===== src/rtl/instr_mem_sync.sv =====
// ----------------------------------------------------------------------------
// instr_mem_sync
//
// Registered, byte-organised instruction memory sitting between the fetch
// logic and decode. A fetch request is accepted on a request/ready handshake
// and the assembled instruction word appears in the output register one cycle
// later. The output register holds its contents while the consumer stalls.
// A byte-wide load port writes program contents at runtime, and misaligned
// fetches are flagged and counted.
//
// Parameters
//   INSTR_W     instruction width in bits (multiple of 8)
//   ADDR_W      byte-address width, depth = 2**ADDR_W bytes
//   BIG_ENDIAN  1: byte at the fetch address is the word MSB, 0: it is the LSB
//   CHECK_ALIGN 1: fetch address not a multiple of INSTR_W/8 faults
//   ERR_W       width of the saturating fault counter
//
// Ports
//   clk          rising-edge clock
//   reset        asynchronous active-low reset
//   fetch_req    fetch request
//   fetch_addr   byte address of the instruction
//   fetch_ready  request can be accepted this cycle
//   stall        downstream cannot consume instr_out this cycle
//   instr_out    fetched instruction word
//   instr_valid  instr_out / instr_fault are valid
//   instr_fault  the fetch held in the output register was misaligned
//   err_cnt      saturating count of faulted fetches
//   ld_en        byte write enable
//   ld_addr      byte write address
//   ld_data      byte write data
// ----------------------------------------------------------------------------
module instr_mem_sync #(
    parameter int INSTR_W     = 16,
    parameter int ADDR_W      = 8,
    parameter int BIG_ENDIAN  = 1,
    parameter int CHECK_ALIGN = 1,
    parameter int ERR_W       = 8
) (
    input  logic               clk,
    input  logic               reset,
    input  logic               fetch_req,
    input  logic [ADDR_W-1:0]  fetch_addr,
    output logic               fetch_ready,
    input  logic               stall,
    output logic [INSTR_W-1:0] instr_out,
    output logic               instr_valid,
    output logic               instr_fault,
    output logic [ERR_W-1:0]   err_cnt,
    input  logic               ld_en,
    input  logic [ADDR_W-1:0]  ld_addr,
    input  logic [7:0]         ld_data
);

    localparam int BYTES = INSTR_W / 8;
    localparam int DEPTH = 2 ** ADDR_W;

    // Fault counter increment that sticks at all-ones instead of wrapping.
    function automatic logic [ERR_W-1:0] sat_inc(input logic [ERR_W-1:0] cnt);
        if (&cnt) begin
            return cnt;
        end
        return cnt + ERR_W'(1);
    endfunction

    // A fetch faults only when alignment checking is on and the byte address
    // is not on an instruction boundary.
    function automatic logic is_misaligned(input logic [ADDR_W-1:0] addr);
        if (CHECK_ALIGN == 0) begin
            return 1'b0;
        end
        return (int'(addr) % BYTES) != 0;
    endfunction

    logic [7:0]         mem [DEPTH];
    logic               ld_we;
    logic               accept;

    logic [INSTR_W-1:0] word_p0;
    logic               misal_p0;

    logic [INSTR_W-1:0] instr_p1;
    logic               vld_p1;
    logic               fault_p1;
    logic [ERR_W-1:0]   err_p1;

    // Loads are dropped while reset is asserted; the array itself is never
    // cleared so program contents survive a reset.
    assign ld_we = ld_en && reset;

    always_ff @(posedge clk) begin
        if (ld_we) begin
            mem[ld_addr] <= ld_data;
        end
    end

    // ---- stage p0: address decode and word assembly (combinational) ----
    // Byte addresses wrap naturally because the sum stays ADDR_W bits wide.
    // Reading the array here while the load port writes it with a
    // non-blocking assignment gives read-before-write on a shared edge.
    always_comb begin
        word_p0 = '0;
        for (int i = 0; i < BYTES; i++) begin
            if (BIG_ENDIAN != 0) begin
                word_p0[INSTR_W-1-8*i -: 8] = mem[fetch_addr + ADDR_W'(i)];
            end else begin
                word_p0[8*i +: 8] = mem[fetch_addr + ADDR_W'(i)];
            end
        end
    end

    assign misal_p0    = is_misaligned(fetch_addr);
    assign fetch_ready = !(vld_p1 && stall);
    assign accept      = fetch_req && fetch_ready;

    // ---- stage p1: output register ----
    // A valid word under stall freezes the whole register. Without an accept
    // and without a stall the word has been consumed, so valid drops; the
    // data bits are left as they are.
    always_ff @(posedge clk or negedge reset) begin
        if (!reset) begin
            instr_p1 <= '0;
            vld_p1   <= 1'b0;
            fault_p1 <= 1'b0;
            err_p1   <= '0;
        end else begin
            if (accept) begin
                vld_p1   <= 1'b1;
                fault_p1 <= misal_p0;
                instr_p1 <= misal_p0 ? '0 : word_p0;
                if (misal_p0) begin
                    err_p1 <= sat_inc(err_p1);
                end
            end else if (fetch_ready) begin
                vld_p1 <= 1'b0;
            end
        end
    end

    assign instr_out   = instr_p1;
    assign instr_valid = vld_p1;
    assign instr_fault = fault_p1;
    assign err_cnt     = err_p1;

endmodule


===== config.mk =====
export PLATFORM = sky130hd
export DESIGN_NAME = instr_mem_sync
export DESIGN_NICKNAME = d
export VERILOG_FILES = /design/src/rtl/instr_mem_sync.sv
export SDC_FILE = /design/constraint.sdc
export NUM_CORES = 2
export LEC_CHECK = 0
export CORE_MARGIN = 5
export CORE_UTILIZATION = 60
export DETAILED_ROUTE_END_ITERATION = 6
export PLACE_DENSITY = 0.76
export SLEW_MARGIN = 20
export SYNTH_ARGS = -nofsm -noshare
export SYNTH_HDL_FRONTEND = slang
export SYNTH_SLANG_ARGS = --single-unit

===== constraint.sdc =====
create_clock -name clk -period 5.36 [get_ports clk]
set_clock_uncertainty 0.15 [all_clocks]
set_input_delay 1.072 -clock clk [delete_from_list [all_inputs] [get_ports clk]]
set_output_delay 1.072 -clock clk [all_outputs]
set_load 0.05 [all_outputs]

# Word level (Yosys, flattened, before mapping)
# Memories as Yosys holds them, arrays and structs flattened.
# Index checks and enable logic that the tools add are counted.
[totals]
register_bits = 26
ramBits = 2048
input_bits = 29
out_inout_bits = 27
word_cells = 24
mem_count = 1
[mem_list]
columns = ["memory", "words", "word_bits", "read_ports", "rd_ports_with_merged_regs", "wr", "line_no", "rtl"]
rows = [
  ["mem", 256, 8, 2, 0, 1, "75", "logic [7:0] mem [DEPTH];"],
]
[classes]
n_addsub = 2
eq_ne = 2
n_mux = 9
n_reduce_logical = 6
[ops]
columns = ["op", "n"]
rows = [
  ["8-bit by 1-bit adder with 8-bit output (second input constant)", 2],
  ["16-bit two-way mux", 1],
  ["8-bit two-way mux", 1],
  ["8-bit AND reduction", 1],
  ["1-bit two-way mux", 7],
  ["2-bit != test (second input constant)", 2],
  ["1-bit logical AND", 3],
  ["3-bit AND reduction", 1],
  ["1-bit zero test", 1],
]

# Depth between registers and ports, before layout
[logic_depth]
depth_word = 6
mapped_depth = 14
depth_no_buf = 9

# Worst setup path after synthesis
# OpenSTA, ideal clock, no wires.
[synth_timing]
path_type = "input to register"
start = "input port fetch_addr[0]"
end = "register instr_p1[4], in the netlist instr_out[4]"
setup_time_ps = 148
t_arrival_ps = 3576
required_ps = 5062
path_slack_ps = 1487
cell_stages = 9
path_buffers = 4
path_cell_list = "ha_1 -> buf_4 -> buf_4 -> buf_4 -> buf_2 -> mux4_2 -> mux4_2 -> a221oi_1 -> o211ai_1"
[synth_between]
elab_chain_cells = 3
[synth_lines]
columns = ["element", "line_no", "rtl"]
rows = [
  ["from (decl)", "43", "input logic [ADDR_W-1:0] fetch_addr,"],
  ["8-bit by 1-bit adder with 8-bit output", "--", ""],
  ["memory read 256 x 8 bit", "--", ""],
  ["16-bit two-way mux (*)", "130", "instr_p1 <= misal_p0 ? '0 : word_p0;"],
  ["to (signal assigned)", "130", ""],
  ["to (decl)", "82", "logic [INSTR_W-1:0] instr_p1;"],
]
# Mark *: on every way between the ends. The rest lies on a longest branch, timed or not.
# A chain may end at the register's enable or synchronous reset.

# Final worst setup path
[layout_timing]
start = "input port fetch_addr[3]"
end = "register instr_p1[4], in the netlist instr_out[4]"
[layout_between]
elab_chain_cells = 3
[layout_lines]
columns = ["element", "line_no"]
rows = [
  ["8-bit by 1-bit adder with 8-bit output", "--"],
  ["memory read 256 x 8 bit", "--"],
  ["16-bit two-way mux", "130"],
]
# Every way passes these cells.

==> run_results.csv <==
group,metric,value,unit
logic_synthesis,avgSynthCellArea,21.4,sq um
floorplan,die_h,395,microns
floorplan,die_x,395,microns
routing,route.vias.total,48500,
clock_network,cts.reportedPaths.clkPinSlew,0.06,ns
floorplan,start_util,60.2,%
clock_network,hold_buffers,0,
clock_network,cts_buffers,202,
status,status,"finished, final reports clean",
min_path,hold_end,"instr_fault",
setup_path,end_kind,"flop",
timing,fin_crit_sh,78.8,%
setup_path,cp-start-kind,"input port",
setup_path,critical_path_arrival,4.77,ns
logic_synthesis,synth_area,0.0888,sq mm
floorplan,num_io_pins,56,
timing,finalHoldViolCount,0,
power,power,0.0356,W
grt,track_usage,33.4,%
clock_network,cts-root-buf,"clkbuf_16",
timing,worstMarginPinSlew,1.11,ns
grt,use_met2,48.9,%
logic_synthesis,synth-edff-count,2048,
placement,hpwl,159,mm
setup_path,r2r_start,"mem[118][4]",
routing,wire_per_inst,39.4,microns
timing,setup_tns,0,ns
logic_synthesis,synthArstFlopShare,1.25,%
min_path,min-delay-start,"instr_fault",
logic_synthesis,synth_seq_cells,2074,
grt,grt_pass1_wl,366,mm
grt,grt_pass1_vias,47800,
power,peakVddDrop,0.342,mV
grt,use_met1,47.3,%
layout,final_nets,4451,
grt,grt_overflow,0,
routing,dr.pass1.iters,5,
placement,gp_congestion,0.933,
setup_path,critPathRequiredTime,5.91,ns
setup_path,path_max_fanout,22,
setup_path,r2r-end,"instr_out[4]",
floorplan,core,0.147,sq mm
routing,drc,0,
routing,finalWirelength,257,mm
timing,fmax,237,MHz
floorplan,placementRows,141,
logic_synthesis,syn_nets,4179,
setup_path,cp_top_family,"buffers and inverters",
routing,ant_nets,0,
layout,drive_gt1_share,34.2,%
layout,final_area,0.0998,sq mm
setup_path,cp_cell_sequence,"clkdlybuf4s50_1, inv_4, xnor2_4, buf_12, mux4_2, nand2_1, and3_1, a211oi_1, a2111oi_0, buf_4, o211ai_1",
timing,grt_setup_unrepaired,"false",
setup_path,cp_slowest_cell,"xnor2_4",
timing,period_minus_slack,4.22,ns
min_path,whs_path_depth,2,
layout,area_growth,12.5,%
clock_network,cts_sinks,2074,
placement,dpl-instance-area,0.0932,sq mm
flow_run,drv_cap,0,
setup_path,crit_type,"input port to flop",
logic_synthesis,ys.flop_type,"edfxtp_1",
grt,met3_usage,11.4,%
logic_synthesis,seq_area_frac_synth,70.0,%
setup_path,worst-path-buf-inv,4,
clock_network,cts_max_level,4,
placement,port_buffers,55,
setup_path,max_stage_delay,0.77,ns
grt,busiest_layer,"met2",
logic_synthesis,synthCells,4148,
logic_synthesis,yosysUniqueCellTypes,61,
clock_network,cts_tree,"built",
setup_path,reg2reg_slack,2.53,ns
routing,vias_per_cell,7.43,
routing,dr.first_iter.drc_count,8187,
grt,antenna_found_initial,19,
timing,setup_viol,0,
clock_network,cts_setup_buffers,0,
timing,slew_violations,0,
power,p_per_area,357,mW/mm^2
setup_path,r2r_cells,8,
min_path,min_path_type,"flop to flop",
timing,slew_headroom,26.0,%
clock_network,insertion_delay,0.84,ns
floorplan,fp.dieArea,0.156,sq mm
clock_network,clock_path_buffers,3,
power,leakagePower,31.4,nW
grt,grt_max_degree,151,
clock_network,cts-resized-gates,0,
logic_synthesis,yosysWarnings,0,
## worst max path at each step
stage,start,end,slack [ns],cells past startpoint
after floorplan,fetch_addr[0],instr_out[4],1.49,9
after global placement,fetch_addr[3],instr_out[4],0.38,11
after detailed placement,fetch_addr[3],instr_out[4],0.41,11
after CTS,fetch_addr[3],instr_out[4],1.27,11
after global routing,fetch_addr[3],instr_out[4],1.09,11
final,fetch_addr[3],instr_out[4],1.14,11
## worst min-delay path: cells and delay by family, from the launching register on
family        cells  cell delay, ns
flops             1            0.35
simple gates      2            0.12
## synth_stat cells (all sizes together) (3+ instances only)
cell type / instances / area share, %
mux4: 908 / 23
nand2b: 5 / 0.035
nand3: 82 / 0.47
nand4: 19 / 0.13
nor2b: 8 / 0.056
o2111ai: 11 / 0.11
nor3: 9 / 0.051
nor2: 298 / 1.3
o211ai: 7 / 0.059
a32oi: 15 / 0.15
edfxtp: 2048 / 69
and2: 4 / 0.028
mux2i: 65 / 0.73
a311oi: 3 / 0.030
a2111oi: 3 / 0.030
dfrtp: 26 / 0.73
and3: 9 / 0.063
a221oi: 6 / 0.059
o21ai: 14 / 0.079
nor4: 4 / 0.028
buf: 195 / 1.3
inv: 5 / 0.021
mux2: 4 / 0.051
and4: 3 / 0.030
a31oi: 7 / 0.049
nand2: 196 / 0.83
a21oi: 12 / 0.068
xor2: 6 / 0.059
o22ai: 4 / 0.028
xnor2: 12 / 0.16
clkbuf: 101 / 0.43
a22oi: 27 / 0.23
## report_power, final
group	total [W]	switching (W)	internal, W	leakage [nW]
clock network	0.0142	0.00611	0.00810	3.24
registers	0.0180	0.0000986	0.0179	18.7
logic	0.00345	0.00209	0.00136	9.42
## state kept, by name, summed over array words and instances, names as in the netlist
| register | count |
|---|---|
| mem | 2048 |
| instr_out | 16 |
| err_cnt | 8 |
| instr_fault | 1 |
| instr_valid | 1 |
## cells by family (layout without fill, tap and decap cells)
| kind of cell | after synthesis | after routing | share of synthesized area, % |
|---|---|---|---|
| DFF | 2074 | 2074 | 70.0 |
| muxes | 977 | 977 | 23.8 |
| and+or+nand+nor | 642 | 642 | 3.02 |
| buffers and inverters | 302 | 749 | 1.77 |
| AOI/OAI and AO/OA | 133 | 133 | 1.13 |
| xor gates and xnor gates | 18 | 18 | 0.216 |
| adders and majority gates | 2 | 2 | 0.0282 |
| other | 0 | 4 | 0 |
## per-stage QoR
stage / util (%) / setup WS (ns) / hold slack (ns) / instances
final: 67.7 / 1.14 / 0.362 / 6529
after floorplan: - / 1.49 / 0.591 / 4148
after global placement: 63.2 / 0.381 / 0.320 / 6146
after detailed placement: 63.2 / 0.411 / 0.334 / 6146
after CTS: 67.7 / 1.27 / 0.356 / 6525
after global routing: 67.7 / 1.09 / 0.397 / 6525
## area by class of cell
class,instances,area (sq um)
clock buffers,238,5280
inverters,6,25.0
flip-flops and latches,2074,62100
multi-input cells,1772,25200
fillers,9011,47700
repair buffers,364,3410
clock inverters,141,1330
diodes,4,10.0
well taps,1930,2410
## placed cells by master (no fill, tap or decap), types with 9 or more instances in the layout
master,netlist,final
buf_12,0,40
nor2_1,298,298
clkinv_1,1,34
clkdlybuf4s50_1,0,42
dfrtp_1,26,26
nand2_1,196,196
a32oi_1,15,15
nand3_1,81,78
and3_1,9,9
mux2i_1,65,65
nand4_1,19,19
clkbuf_1,101,32
clkbuf_16,0,206
bufinv_16,0,22
buf_4,46,270
mux4_2,908,908
clkinvlp_4,0,14
clkinv_2,0,60
o21ai_0,10,10
edfxtp_1,2048,2048
a21oi_1,12,12
o2111ai_1,11,11
a22oi_1,27,27
## metal layers
layer	wire length (microns)	vias up
li1	-	18300
met1	87300	25300
met2	117000	4236
met3	40600	655
met4	12600	18
met5	116	-
Power figures use the tool's default switching activity.
